[src/rtl/uart_rx.sv]
// 8N1 UART receiver driven by a 16x oversampling enable derived from baud_clk.
// Deframes LSB-first bytes and flags frames whose stop bit samples low.
module uart_rx #(
  parameter int DATA_BITS = 8,
  parameter int OS_RATE   = 16,
  parameter int CNT_W     = 4
) (
  input  logic                 sys_clk,
  input  logic                 sys_rst_l,
  input  logic                 baud_clk,
  input  logic                 uart_rxd,
  output logic [DATA_BITS-1:0] rx_data,
  output logic                 rx_valid,
  output logic                 rx_frame_err,
  output logic                 rx_busy
);

  localparam int IDX_W = $clog2(DATA_BITS + 1);
  localparam logic [CNT_W-1:0] MID_CNT  = CNT_W'(OS_RATE / 2 - 1);
  localparam logic [CNT_W-1:0] LAST_CNT = CNT_W'(OS_RATE - 1);
  localparam logic [IDX_W-1:0] LAST_BIT = IDX_W'(DATA_BITS - 1);

  typedef enum logic [1:0] {IDLE, START, DATA, STOP} state_t;

  state_t               state, state_next;
  logic [CNT_W-1:0]     cnt, cnt_next;
  logic [IDX_W-1:0]     bit_idx, bit_idx_next;
  logic [DATA_BITS-1:0] shift_reg, shift_next;
  logic [DATA_BITS-1:0] data_next;
  logic                 valid_next, err_next;
  logic                 baud_d, sync_1, rxd_s, last_sample;
  logic                 tick;

  // baud_clk is only ever a clock-enable source: one tick per rising edge.
  assign tick = baud_clk & ~baud_d;

  always_ff @(posedge sys_clk or negedge sys_rst_l) begin
    if (!sys_rst_l) begin
      baud_d       <= 1'b0;
      sync_1       <= 1'b1;
      rxd_s        <= 1'b1;
      last_sample  <= 1'b1;
      state        <= IDLE;
      cnt          <= '0;
      bit_idx      <= '0;
      shift_reg    <= '0;
      rx_data      <= '0;
      rx_valid     <= 1'b0;
      rx_frame_err <= 1'b0;
      rx_busy      <= 1'b0;
    end else begin
      baud_d       <= baud_clk;
      sync_1       <= uart_rxd;
      rxd_s        <= sync_1;
      if (tick)
        last_sample <= rxd_s;
      state        <= state_next;
      cnt          <= cnt_next;
      bit_idx      <= bit_idx_next;
      shift_reg    <= shift_next;
      rx_data      <= data_next;
      rx_valid     <= valid_next;
      rx_frame_err <= err_next;
      rx_busy      <= (state_next != IDLE);
    end
  end

  always_comb begin
    state_next   = state;
    cnt_next     = cnt;
    bit_idx_next = bit_idx;
    shift_next   = shift_reg;
    data_next    = rx_data;
    valid_next   = 1'b0;
    err_next     = 1'b0;
    if (tick) begin
      case (state)
        IDLE: begin
          // Falling edge only, so a held-low break cannot retrigger a frame.
          if (!rxd_s && last_sample) begin
            state_next = START;
            cnt_next   = '0;
          end
        end
        START: begin
          if (cnt == MID_CNT) begin
            cnt_next = '0;
            if (!rxd_s) begin
              state_next   = DATA;
              bit_idx_next = '0;
            end else begin
              state_next = IDLE;
            end
          end else begin
            cnt_next = cnt + CNT_W'(1);
          end
        end
        DATA: begin
          if (cnt == LAST_CNT) begin
            shift_next   = {rxd_s, shift_reg[DATA_BITS-1:1]};
            cnt_next     = '0;
            bit_idx_next = bit_idx + IDX_W'(1);
            if (bit_idx == LAST_BIT)
              state_next = STOP;
          end else begin
            cnt_next = cnt + CNT_W'(1);
          end
        end
        STOP: begin
          if (cnt == LAST_CNT) begin
            cnt_next   = '0;
            state_next = IDLE;
            if (rxd_s) begin
              data_next  = shift_reg;
              valid_next = 1'b1;
            end else begin
              err_next = 1'b1;
            end
          end else begin
            cnt_next = cnt + CNT_W'(1);
          end
        end
        default: begin
          state_next = IDLE;
          cnt_next   = '0;
        end
      endcase
    end
  end

endmodule
[config.mk]
export PLATFORM = sky130hd
export DESIGN_NAME = uart_rx
export DESIGN_NICKNAME = d
export VERILOG_FILES = /design/src/rtl/uart_rx.sv
export SDC_FILE = /design/constraint.sdc
export NUM_CORES = 1
export LEC_CHECK = 0
export ABC_AREA = 1
export CELL_PAD_IN_SITES_DETAIL_PLACEMENT = 0
export CELL_PAD_IN_SITES_GLOBAL_PLACEMENT = 2
export CORE_MARGIN = 3
export CORE_UTILIZATION = 38
export DETAILED_ROUTE_END_ITERATION = 7
export HOLD_SLACK_MARGIN = 0.15
export PLACE_DENSITY = 0.86
export SKIP_CTS_REPAIR_TIMING = 1
export SYNTH_ARGS = -nofsm -noshare
export SYNTH_HDL_FRONTEND = slang
export SYNTH_SLANG_ARGS = --single-unit
[constraint.sdc]
create_clock -name sys_clk -period 1.9 [get_ports sys_clk]
set_input_delay 0.57 -clock sys_clk [delete_from_list [all_inputs] [get_ports sys_clk]]
set_output_delay 0.57 -clock sys_clk [all_outputs]
set_load 0.02 [all_outputs]
Yosys cells after proc, flatten, opt, wreduce, memory -nomap -nowiden:

Cells that the tools add are included.

* $add $sub $neg: 2
* $mul: 0
* div/mod/pow operators: 0
* magnitude comparators: 0
* equality and inequality tests: 10
* shift operators: 0
* multiplexer cells: 24
* bitwise gates (word level): 2
* reduce and logical (&&, ||, !) cells: 10

Operators by type and width (count)
* 2-to-1 mux 4 bit: 6
* 2-to-1 mux 2 bit: 7
* one-hot mux 4 bit (3 select lines): 1
* adder 4 x 1 -> 4 bit, second input constant: 2
* equality test 4 x 3 -> 1 bit, second input constant: 2
* 2-to-1 mux 1 bit: 8
* != test 2 bit, second input constant: 4
* one-hot mux 2 bit (4 select lines): 1
* one-hot mux 4 bit (2 select lines): 1
* AND reduction 5 bit: 1
* equality test 2 bit, second input constant: 2
* equality test 4 bit, second input constant: 1
* AND reduction 4 bit: 1
* nonzero test 2 bit: 2
* AND reduction 3 bit: 1
* equality test 2 x 1 -> 1 bit, second input constant: 1
* zero test 2 bit: 1
* AND reduction 2 bit: 1
* OR reduction 2 bit: 1
* bitwise AND 1 bit: 1
* logical AND 1 bit: 1
* zero test 1 bit: 1
* NOT 1 bit: 1

* register bits: 33
* bits in latches: 0
* memory bits (writable): 0
* memory bits (read-only): 0
* output and inout bits: 11
* logic and storage cells: 60
* memories kept: 0

Logic depth before layout (Yosys ltp):

Gate-level depths: netlist of the first run.

* word-level depth: 6
* gate-level depth with buffers: 9
* mapped depth without buffers: 9

Least setup slack after synthesis of the first run:

No wires, ideal clock.

* kind: reg-to-reg
* from: register cnt[0]
* to: register shift_reg[5]
* data arrival time: 1174 ps
* required time: 1782 ps
* path slack: 608 ps
* cell stages (with the launch flop): 8
* buffers on the path: 1
* path through: dfrtp_1 -> ha_1 -> nand3_4 -> nor2_4 -> nand2_4 -> buf_6 -> nand2_2 -> o21ai_2

* word-level cells in the longest chain between the ends: 2

RTL lines
* start, declared: RTL line 26 `logic [CNT_W-1:0] cnt, cnt_next;`
* start signal, assigned: RTL line 58 `cnt <= cnt_next;`
* equality test 4 bit: RTL line 99 `if (cnt == LAST_CNT) begin`
* AND reduction 3 bit (no source line)
* end signal, assigned: RTL line 60 `shift_reg <= shift_next;`
* end, declared: RTL line 28 `logic [DATA_BITS-1:0] shift_reg, shift_next;`

No other way between the ends.
A chain may end at the register's enable or synchronous reset.

Worst setup path after layout of the first run:

* from: register rx_data[2]
* to: output rx_data[2]

RTL lines
* start, declared: RTL line 12 `output logic [DATA_BITS-1:0] rx_data,`
* start signal, assigned: RTL line 61 `rx_data <= data_next;`

No word-level cell between the ends.

==> metrics.md, run 1 <==
| Metric | Value |
|---|---|
| Count of yosys warnings during synthesis | `0` |
| R2r setup slk | `0.37 ns` |
| Total Power | `1.56 mW` |
| First-pass GRT wire length | `4.75 mm` |
| Worst EP arrival | `1.25 ns` |
| Share of the synthesized area in the top cell type | `0.486` |
| Synth cell types | `27` |
| Number of antenna repair diodes | `0` |
| Clk pin slew, worst setup/hold paths | `0.06 ns` |
| CTS tree | `done` |
| Gpl congestion | `0.810` |
| P&R area growth vs syn | `20.1%` |
| Commonest non-fill, non-tap cells in the layout | `nand2_1, dfrtp_1, inv_1` |
| Critical path cell sequence | `clkdlybuf4s50_1` |
| All-Layer GR Usage | `0.121` |
| RSZ-0062 raised after global routing | `false` |
| NumNets Final | `189` |
| Setup tns final | `0 ns` |
| Syn Inst Count | `160` |
| Sequential area share after synthesis | `0.537` |
| Finished Layout Cells | `232` |
| VDD IR max | `0.503 mV` |
| Reg2reg start | `cnt[0]` |
| Placed cells | `224` |
| CP top delay family | `buffers and inverters` |
| Worst Hold Class | `reg -> reg` |
| Max-slew violations | `0` |
| CTS Buf Count | `5` |
| Worst Path Required | `1.33 ns` |
| Rel. slew slack | `0.744` |
| Hold Fails Final Rpt | `0` |
| R2R Path End | `rx_data[0]` |
| Syn_area_per_cell | `9.65 um^2` |
| Router iterations before antenna repair | `4` |
| Power per cell area | `842 nW/um^2` |
| Worst Setup End Kind | `output pin` |
| Bufs and invs on worst path | `1` |
| DP HPWL | `1.93 mm` |
| Final Cycle Share | `0.958` |
| Initial antenna violation count | `0` |
| Die width | `69.7 um` |
| CORE AREA | `3800 um^2` |
| Tmin final | `1.82 ns` |
| Largest net degree at the start of global routing | `34` |
| Vias per cell | `4.60` |
| R2R depth | `7` |
| ANT nets after route | `0` |
| Syn_nets | `166` |
| Detailed Route Iter0 Violations | `38` |
| CP max stage delay | `0.61 ns` |
| Static leakage | `0.838 nW` |
| Fillers | `360` |
| Clock root buffer | `clkbuf_8` |
| Routed WL per cell | `11.3 um` |
| Layout cells sized above 1 | `0.272` |
| Setup Viol. Count Final | `0` |
| CP Capture Point | `rx_data[2]` |
| Most common cell after layout, fill and taps aside | `nand2_1` |
| Placed inst area | `1760 um^2` |
| Outcome | `complete, no violations` |
| Mapped cell area | `1540 um^2` |
| Critical path startpoint category | `flop` |
| Setup Crit Path Kind | `reg -> out` |
| Area contributors post-synth | `dfrtp_1, nand2_1, o21ai_2` |
| CP startpoint | `rx_data[2]` |
| Clock buffer depth | `2` |
| Routed vias | `1067` |
| Clk sinks | `33` |
| I/O Buffers | `14` |
| WL final | `2.63 mm` |
| #FFs+latches synth | `33` |
| Io pins | `15` |
| H-tree level count | `2` |
| Worst Skew | `0.00566 ns` |
| Final Instance Area | `1850 um^2` |
| Hold Slack | `0.355 ns` |
| Cell taking the most area after synthesis | `dfrtp_1` |
| CP max-delay cell | `clkdlybuf4s50_1` |
| Row count | `22` |
| Via count of the first global-routing pass | `1081` |
| Initial core utilization | `0.406` |
| Crit Path Max Fanout | `2` |
| Worst-margin pin slew | `0.383 ns` |
| Max cap viols | `0` |
| Logic depth of the worst setup path including buffers | `1` |
| Worst-Skew Late Latency | `0.27 ns` |
| Grt total ovfl | `0` |
| DIE AREA | `4860 um^2` |
| Die Height | `69.7 um` |
| # DRC | `0` |
| Fmax achieved | `0.550 GHz` |
[synth_stat cells]
library cell and instances:
dfstp_2 3, nand3_4 2, nand2_4 1, buf_4 1
nor2_1 7, a21oi_2 1, nor2_4 2, a21oi_1 2
nand2_2 7, o21ai_1 3, nor2_2 3, nor4_1 1
inv_1 16, o21ai_0 3, inv_2 4, dfrtp_1 30
o22ai_1 1, o21a_1 1, o21ai_2 15, ha_1 2
nand3_1 6, or2_2 1, nand2_1 42, a22oi_1 1
buf_6 2, nand3b_1 1, xor2_1 2
[worst min-delay path by stage]
stage,depth (start not counted),endpoint,slack (ns),start
floorplan,0,baud_d,0.27,sys_rst_l
global placement,0,rxd_s,0.35,sync_1
detailed placement,0,rxd_s,0.35,sync_1
CTS,0,rxd_s,0.36,sync_1
global route,0,rxd_s,0.36,sync_1
finish,0,rxd_s,0.35,sync_1
[logic make-up (layout without fill, tap and decap cells)]
group / Yosys count / after routing / share of synthesized area
compound gates: 27 / 27 / 0.130
xor+xnor: 2 / 2 / 0.0113
fa+ha+maj: 2 / 2 / 0.0162
buf+inv: 23 / 47 / 0.0681
flops: 33 / 33 / 0.537
simple gates: 73 / 73 / 0.237
[per-layer routing]
metal / vias to the layer above / routed length (um) / GRT usage
met5: - / 0 / 0
met4: 0 / 21 / 0.0447
met3: 2 / 107 / 0.0377
met2: 23 / 1240 / 0.191
met1: 492 / 1260 / 0.156
li1: 550 / - / -
[metrics by stage]
stage          setup WS (ns)   util
6_report              0.0804  0.488
4_1_cts               0.0562  0.488
5_1_grt               0.0391  0.488
3_5_place_dp         -0.0463  0.464
3_3_place_gp         -0.0259  0.464
2_1_floorplan          0.608      -
[where the power goes]
part           switching (mW)  internal (mW)
clock                   0.229          0.295
sequential             0.0569          0.759
combinational           0.132         0.0900
[layout make-up]
| class | count | area, um^2 | share of cell area |
|---|---|---|---|
| flip-flops and latches | 33 | 830 | 0.447 |
| well taps | 48 | 60.1 | 0.0324 |
| repair buffers | 19 | 190 | 0.103 |
| multi-input cells | 104 | 609 | 0.329 |
| clock buffers | 8 | 90.1 | 0.0486 |
| inverters | 20 | 75.1 | 0.0405 |
Power figures use the tool's default switching activity.
==> run 2: changes to the inputs <==
Settings changed: CAP_MARGIN from default to 10, CORE_ASPECT_RATIO from default to 0.9.
==> metrics.md, run 2 (synthesis gave the netlist of run 1 again) <==
| Metric | Value |
|---|---|
| Outcome | `complete, no violations` |
| First-pass GRT wire length | `4.62 mm (-2.8%)` |
| I/O Buffers | `14 (unchanged)` |
| VDD IR max | `0.451 mV (-10%)` |
| Placed cells | `222 (-0.89%)` |
| CTS Buf Count | `5 (unchanged)` |
| DP HPWL | `1.87 mm (-3.1%)` |
| WL final | `2.59 mm (-1.4%)` |
| Router iterations before antenna repair | `4 (unchanged)` |
| Routed WL per cell | `11.3 um (-0.51%)` |
| Clock buffer depth | `2 (unchanged)` |
| Critical path startpoint category | `flop` |
| Setup slack after layout | `0.0684 ns (-0.0120 ns)` |
| Routed vias | `1081 (+1.3%)` |
| CORE AREA | `3810 um^2 (+0.30%)` |
| Max cap viols | `0 (unchanged)` |
| Largest net degree at the start of global routing | `34 (unchanged)` |
| Placed inst area | `1760 um^2 (-0.14%)` |
| Final Instance Area | `1860 um^2 (+0.47%)` |
| CTS tree | `done` |
| Grt total ovfl | `0 (unchanged)` |
| CP max stage delay | `0.61 ns (about the same)` |
| RSZ-0062 raised after global routing | `false` |
| Hold Fails Final Rpt | `0 (unchanged)` |
| Final Cycle Share | `0.964 (+0.00633)` |
| Clk pin slew, worst setup/hold paths | `0.06 ns (about the same)` |
| Static leakage | `0.847 nW (+1.0%)` |
| Hold Slack | `0.356 ns (+0.00121 ns)` |
| Rel. slew slack | `0.745 (+0.000885)` |
| Die width | `73.2 um (+4.9%)` |
| CP top delay family | `buffers and inverters` |
| Clock root buffer | `clkbuf_8` |
| Setup tns final | `0 ns (unchanged)` |
| Clk sinks | `33 (unchanged)` |
| # DRC | `0 (unchanged)` |
| Sequential cell area | `830 um^2 (unchanged)` |
| Place WS | `-0.0412 ns (+0.00512 ns)` |
| Fmax achieved | `0.546 GHz (-0.66%)` |
| ANT nets after route | `0 (unchanged)` |
| Initial core utilization | `0.405 (-0.00120)` |
| Worst Path Required | `1.33 ns (about the same)` |
| Initial antenna violation count | `0 (unchanged)` |
| Detailed Route Iter0 Violations | `58 (+53%)` |
| Tmin final | `1.83 ns (+0.0120 ns)` |
| Via count of the first global-routing pass | `1042 (-3.6%)` |
| Crit Path Max Fanout | `2 (unchanged)` |
| Commonest non-fill, non-tap cells in the layout | `nand2_1, dfrtp_1, inv_1` |
| Worst Skew | `0.00577 ns (+0.000108 ns)` |
| Worst-margin pin slew | `0.382 ns (-0.00132 ns)` |
| Bufs and invs on worst path | `1 (unchanged)` |
| Multi-input logic area | `609 um^2 (unchanged)` |
| NumNets Final | `189 (unchanged)` |
| Io pins | `15 (unchanged)` |
| H-tree level count | `2 (unchanged)` |
| DIE AREA | `4860 um^2 (about the same)` |
| Row count | `21 (-4.5%)` |
| Critical path cell sequence | `clkdlybuf4s50_1` |
| Worst EP arrival | `1.26 ns (about the same)` |
| Die Height | `66.5 um (-4.7%)` |
| Worst Setup End Kind | `output pin` |
| HP Start | `sync_1` |
| Reg2reg start | `cnt[0]` |
| CP max-delay cell | `clkdlybuf4s50_1` |
| Setup Viol. Count Final | `0 (unchanged)` |
| Worst-Skew Late Latency | `0.28 ns (about the same)` |
| Fillers | `371 (+3.1%)` |
| P&R area growth vs syn | `20.7%` |
| Most common cell after layout, fill and taps aside | `nand2_1` |
| Setup Crit Path Kind | `reg -> out` |
| Vias per cell | `4.70 (+2.2%)` |
| Max-slew violations | `0 (unchanged)` |
| Number of antenna repair diodes | `0 (unchanged)` |
| Finished Layout Cells | `230 (-0.86%)` |
| Worst Hold Class | `reg -> reg` |
| Power per cell area | `864 nW/um^2 (+2.6%)` |
| Gpl congestion | `0.737 (-8.9%)` |
| CP startpoint | `rx_data[1]` |
| All-Layer GR Usage | `0.127 (+0.00608)` |
| Layout cells sized above 1 | `0.283 (+0.0109)` |
## run 2: layout make-up
type / count / area share
Inverter: 20 / 0.0403
Clock buffer: 7 / 0.0517
Sequential cell: 33 / 0.445
Multi-Input combinational cell: 104 / 0.327
Tap cell: 46 / 0.0309
Clock inverter: 1 / 0.00269
Timing Repair Buffer: 19 / 0.102
## run 2: per-layer routing
metal  vias up  track usage  routed length (um)
met2        19        0.180                1120
met4         0       0.0691                  62
li1        550            -                   -
met1       505        0.170                1280
met5         -            0                   0
met3         7       0.0422                 126
## run 2: final timing paths
| path | to | depth (start not counted) | slack, ns |
|---|---|---|---|
| setup / recovery | rx_data[1] | 1 | 0.07 |
| hold / removal | rxd_s | 0 | 0.36 |
| setup reg to reg | rx_data[0] | 7 | 0.40 |
| hold reg to reg | rxd_s | 0 | 0.36 |
| max in group asynchronous | rxd_s | 2 | 1.01 |
| min in group asynchronous | bit_idx[2] | 2 | 0.64 |
## run 2: where the power goes
group,switching [mW],internal [mW]
sequential,0.0559,0.759
combinational,0.130,0.0905
clock,0.247,0.327
total,0.433,1.18
## run 2: through the flow
step / power (mW) / utilization
global placement: 1.04 / 0.462
detailed placement: 1.05 / 0.462
finish: 1.61 / 0.489
global route: 1.68 / 0.489
floorplan: 0.969 / -
CTS: 1.64 / 0.489
## run 2: worst reg2reg max path, delay by kind of cell, from the launching register on
kind / cells / cell delay, ns
flops: 1 / 0.41
simple gates: 5 / 0.61
buf+inv: 1 / 0.10
fa+ha+maj: 1 / 0.27
==> run 3: changes to the inputs <==
Settings changed: PLACE_DENSITY 0.86 to default, PLACE_DENSITY_LB_ADDON from default to 0.1.
==> metrics.md, run 3 (synthesis gave the netlist of run 1 again) <==
| Metric | Value |
|---|---|
| Outcome | `complete, no violations` |
| Via count of the first global-routing pass | `1057 (+1.4%)` |
| Placed inst area | `1750 um^2 (-0.85%)` |
| CTS tree | `done` |
| Layout cells sized above 1 | `0.269 (-0.0134)` |
| Rel. slew slack | `0.741 (-0.00404)` |
| Max-slew violations | `0 (unchanged)` |
| ANT nets after route | `0 (unchanged)` |
| Router iterations before antenna repair | `4 (unchanged)` |
| Fmax achieved | `0.548 GHz (+0.32%)` |
| Vias per cell | `4.54 (-3.4%)` |
| P&R area growth vs syn | `18.5%` |
| Tmin final | `1.83 ns (-0.00579 ns)` |
| Most common cell after layout, fill and taps aside | `nand2_1` |
| WL final | `2.76 mm (+6.5%)` |
| Crit Path Max Fanout | `2 (unchanged)` |
| Multi-input logic area | `609 um^2 (unchanged)` |
| Clock root buffer | `clkbuf_8` |
| Grt total ovfl | `0 (unchanged)` |
| Worst-margin pin slew | `0.388 ns (+0.00603 ns)` |
| I/O Buffers | `14 (unchanged)` |
| Worst Path Required | `1.33 ns (about the same)` |
| Setup Crit Path Kind | `reg -> out` |
| CP max-delay cell | `clkdlybuf4s50_1` |
| H-tree level count | `2 (unchanged)` |
| Hold path depth | `0 (unchanged)` |
| Io pins | `15 (unchanged)` |
| Power per cell area | `838 nW/um^2 (-3.0%)` |
| Clk pin slew, worst setup/hold paths | `0.07 ns (about the same)` |
| R2R Path End | `rx_data[0]` |
| HP Start | `sync_1` |
| Sequential cell area | `830 um^2 (unchanged)` |
| Largest net degree at the start of global routing | `34 (unchanged)` |
| Setup Viol. Count Final | `0 (unchanged)` |
| Clock buffer depth | `2 (unchanged)` |
| Static leakage | `0.828 nW (-2.2%)` |
| Worst EP arrival | `1.26 ns (about the same)` |
| Commonest non-fill, non-tap cells in the layout | `nand2_1, dfrtp_1, inv_1` |
| NumNets Final | `187 (-1.1%)` |
| Worst-Skew Late Latency | `0.28 ns (about the same)` |
| Fillers | `369 (-0.54%)` |
| CORE AREA | `3810 um^2 (unchanged)` |
| CP top delay family | `buffers and inverters` |
| Max cap viols | `0 (unchanged)` |
| Bufs and invs on worst path | `1 (unchanged)` |
| R2R depth | `7 (unchanged)` |
| Reg2reg start | `cnt[0]` |
| Die Height | `66.5 um (unchanged)` |
| DP HPWL | `2.01 mm (+7.5%)` |
| CP max stage delay | `0.61 ns (about the same)` |
| Critical path startpoint category | `flop` |
| Worst Hold Class | `reg -> reg` |
| Row count | `21 (unchanged)` |
| Gpl congestion | `0.806 (+9.4%)` |
| Routed vias | `1035 (-4.3%)` |
| Critical path cell sequence | `clkdlybuf4s50_1` |
| DIE AREA | `4860 um^2 (unchanged)` |
| # DRC | `0 (unchanged)` |
| RSZ-0062 raised after global routing | `false` |
| Worst Skew | `0.00528 ns (-0.000496 ns)` |
| Place WS | `-0.0758 ns (-0.0346 ns)` |
| Number of antenna repair diodes | `0 (unchanged)` |
| VDD IR max | `0.576 mV (+28%)` |
| Die width | `73.2 um (unchanged)` |
| Initial core utilization | `0.405 (unchanged)` |
| Initial antenna violation count | `0 (unchanged)` |
| CTS Buf Count | `5 (unchanged)` |
| Routed WL per cell | `12.1 um (+7.4%)` |
| First-pass GRT wire length | `4.95 mm (+7.0%)` |
| All-Layer GR Usage | `0.137 (+0.00984)` |
| Setup slack after layout | `0.0742 ns (+0.00579 ns)` |
| Final Cycle Share | `0.961 (-0.00305)` |
| Hold endpoint | `rxd_s` |
| Hold Fails Final Rpt | `0 (unchanged)` |
| Clk sinks | `33 (unchanged)` |
| Worst Setup End Kind | `output pin` |
| Final Instance Area | `1830 um^2 (-1.8%)` |
| Detailed Route Iter0 Violations | `28 (-52%)` |
| R2r setup slk | `0.39 ns (about the same)` |
==> run 3: area by class of cell <==
type / count / area share
multi-input combinational: 104 / 0.333
clock buffer: 6 / 0.0397
tap: 46 / 0.0315
timing repair buffer: 17 / 0.0958
inverter: 20 / 0.0410
sequential: 33 / 0.453
clock inverter: 2 / 0.00547
==> run 3: stage by stage <==
| step | util | hold slack (ns) | total power, mW | cells | setup TNS, ns |
|---|---|---|---|---|---|
| after floorplan | - | 0.274 | 0.969 | 160 | 0 |
| after global placement | 0.458 | 0.347 | 1.05 | 220 | -0.205 |
| after detailed placement | 0.458 | 0.354 | 1.05 | 220 | -0.526 |
| after CTS | 0.480 | 0.364 | 1.56 | 228 | 0 |
| after global routing | 0.480 | 0.366 | 1.63 | 228 | 0 |
| final | 0.480 | 0.361 | 1.53 | 228 | 0 |
==> run 3: worst register-to-register path, stage by stage (launching register included) <==
cell	delay, ns
dfrtp_1	0.41
ha_1	0.28
nand3_4	0.15
nor2_2	0.05
nand2_2	0.30
inv_1	0.11
nand2_1	0.07
nand2_1	0.04
==> run 3: power breakdown <==
part / total (mW) / switching, mW / internal (mW)
sequential: 0.817 / 0.0578 / 0.759
clock: 0.494 / 0.240 / 0.253
combinational: 0.223 / 0.135 / 0.0877
total: 1.53 / 0.433 / 1.10
==> run 3: routing by layer <==
layer / GRT usage / share of wire / up-vias
li1: - / - / 545
met1: 0.183 / 0.52 / 476
met2: 0.194 / 0.43 / 12
met3: 0.0437 / 0.041 / 2
met4: 0.0760 / 0.011 / 0
met5: 0 / 0 / -
==> run 3: worst max-delay path by stage <==
| stage | start | slack [ns] | to | depth (start not counted) |
|---|---|---|---|---|
| 3_5_place_dp | baud_clk | -0.08 | rx_data[6] | 6 |
| 5_1_grt | rx_data[2] | 0.0002 | rx_data[2] | 1 |
| 4_1_cts | rx_data[2] | 0.04 | rx_data[2] | 1 |
| 6_report | rx_data[2] | 0.07 | rx_data[2] | 1 |
| 2_1_floorplan | cnt[0] | 0.61 | shift_reg[5] | 7 |
| 3_3_place_gp | baud_clk | -0.04 | rx_data[6] | 6 |
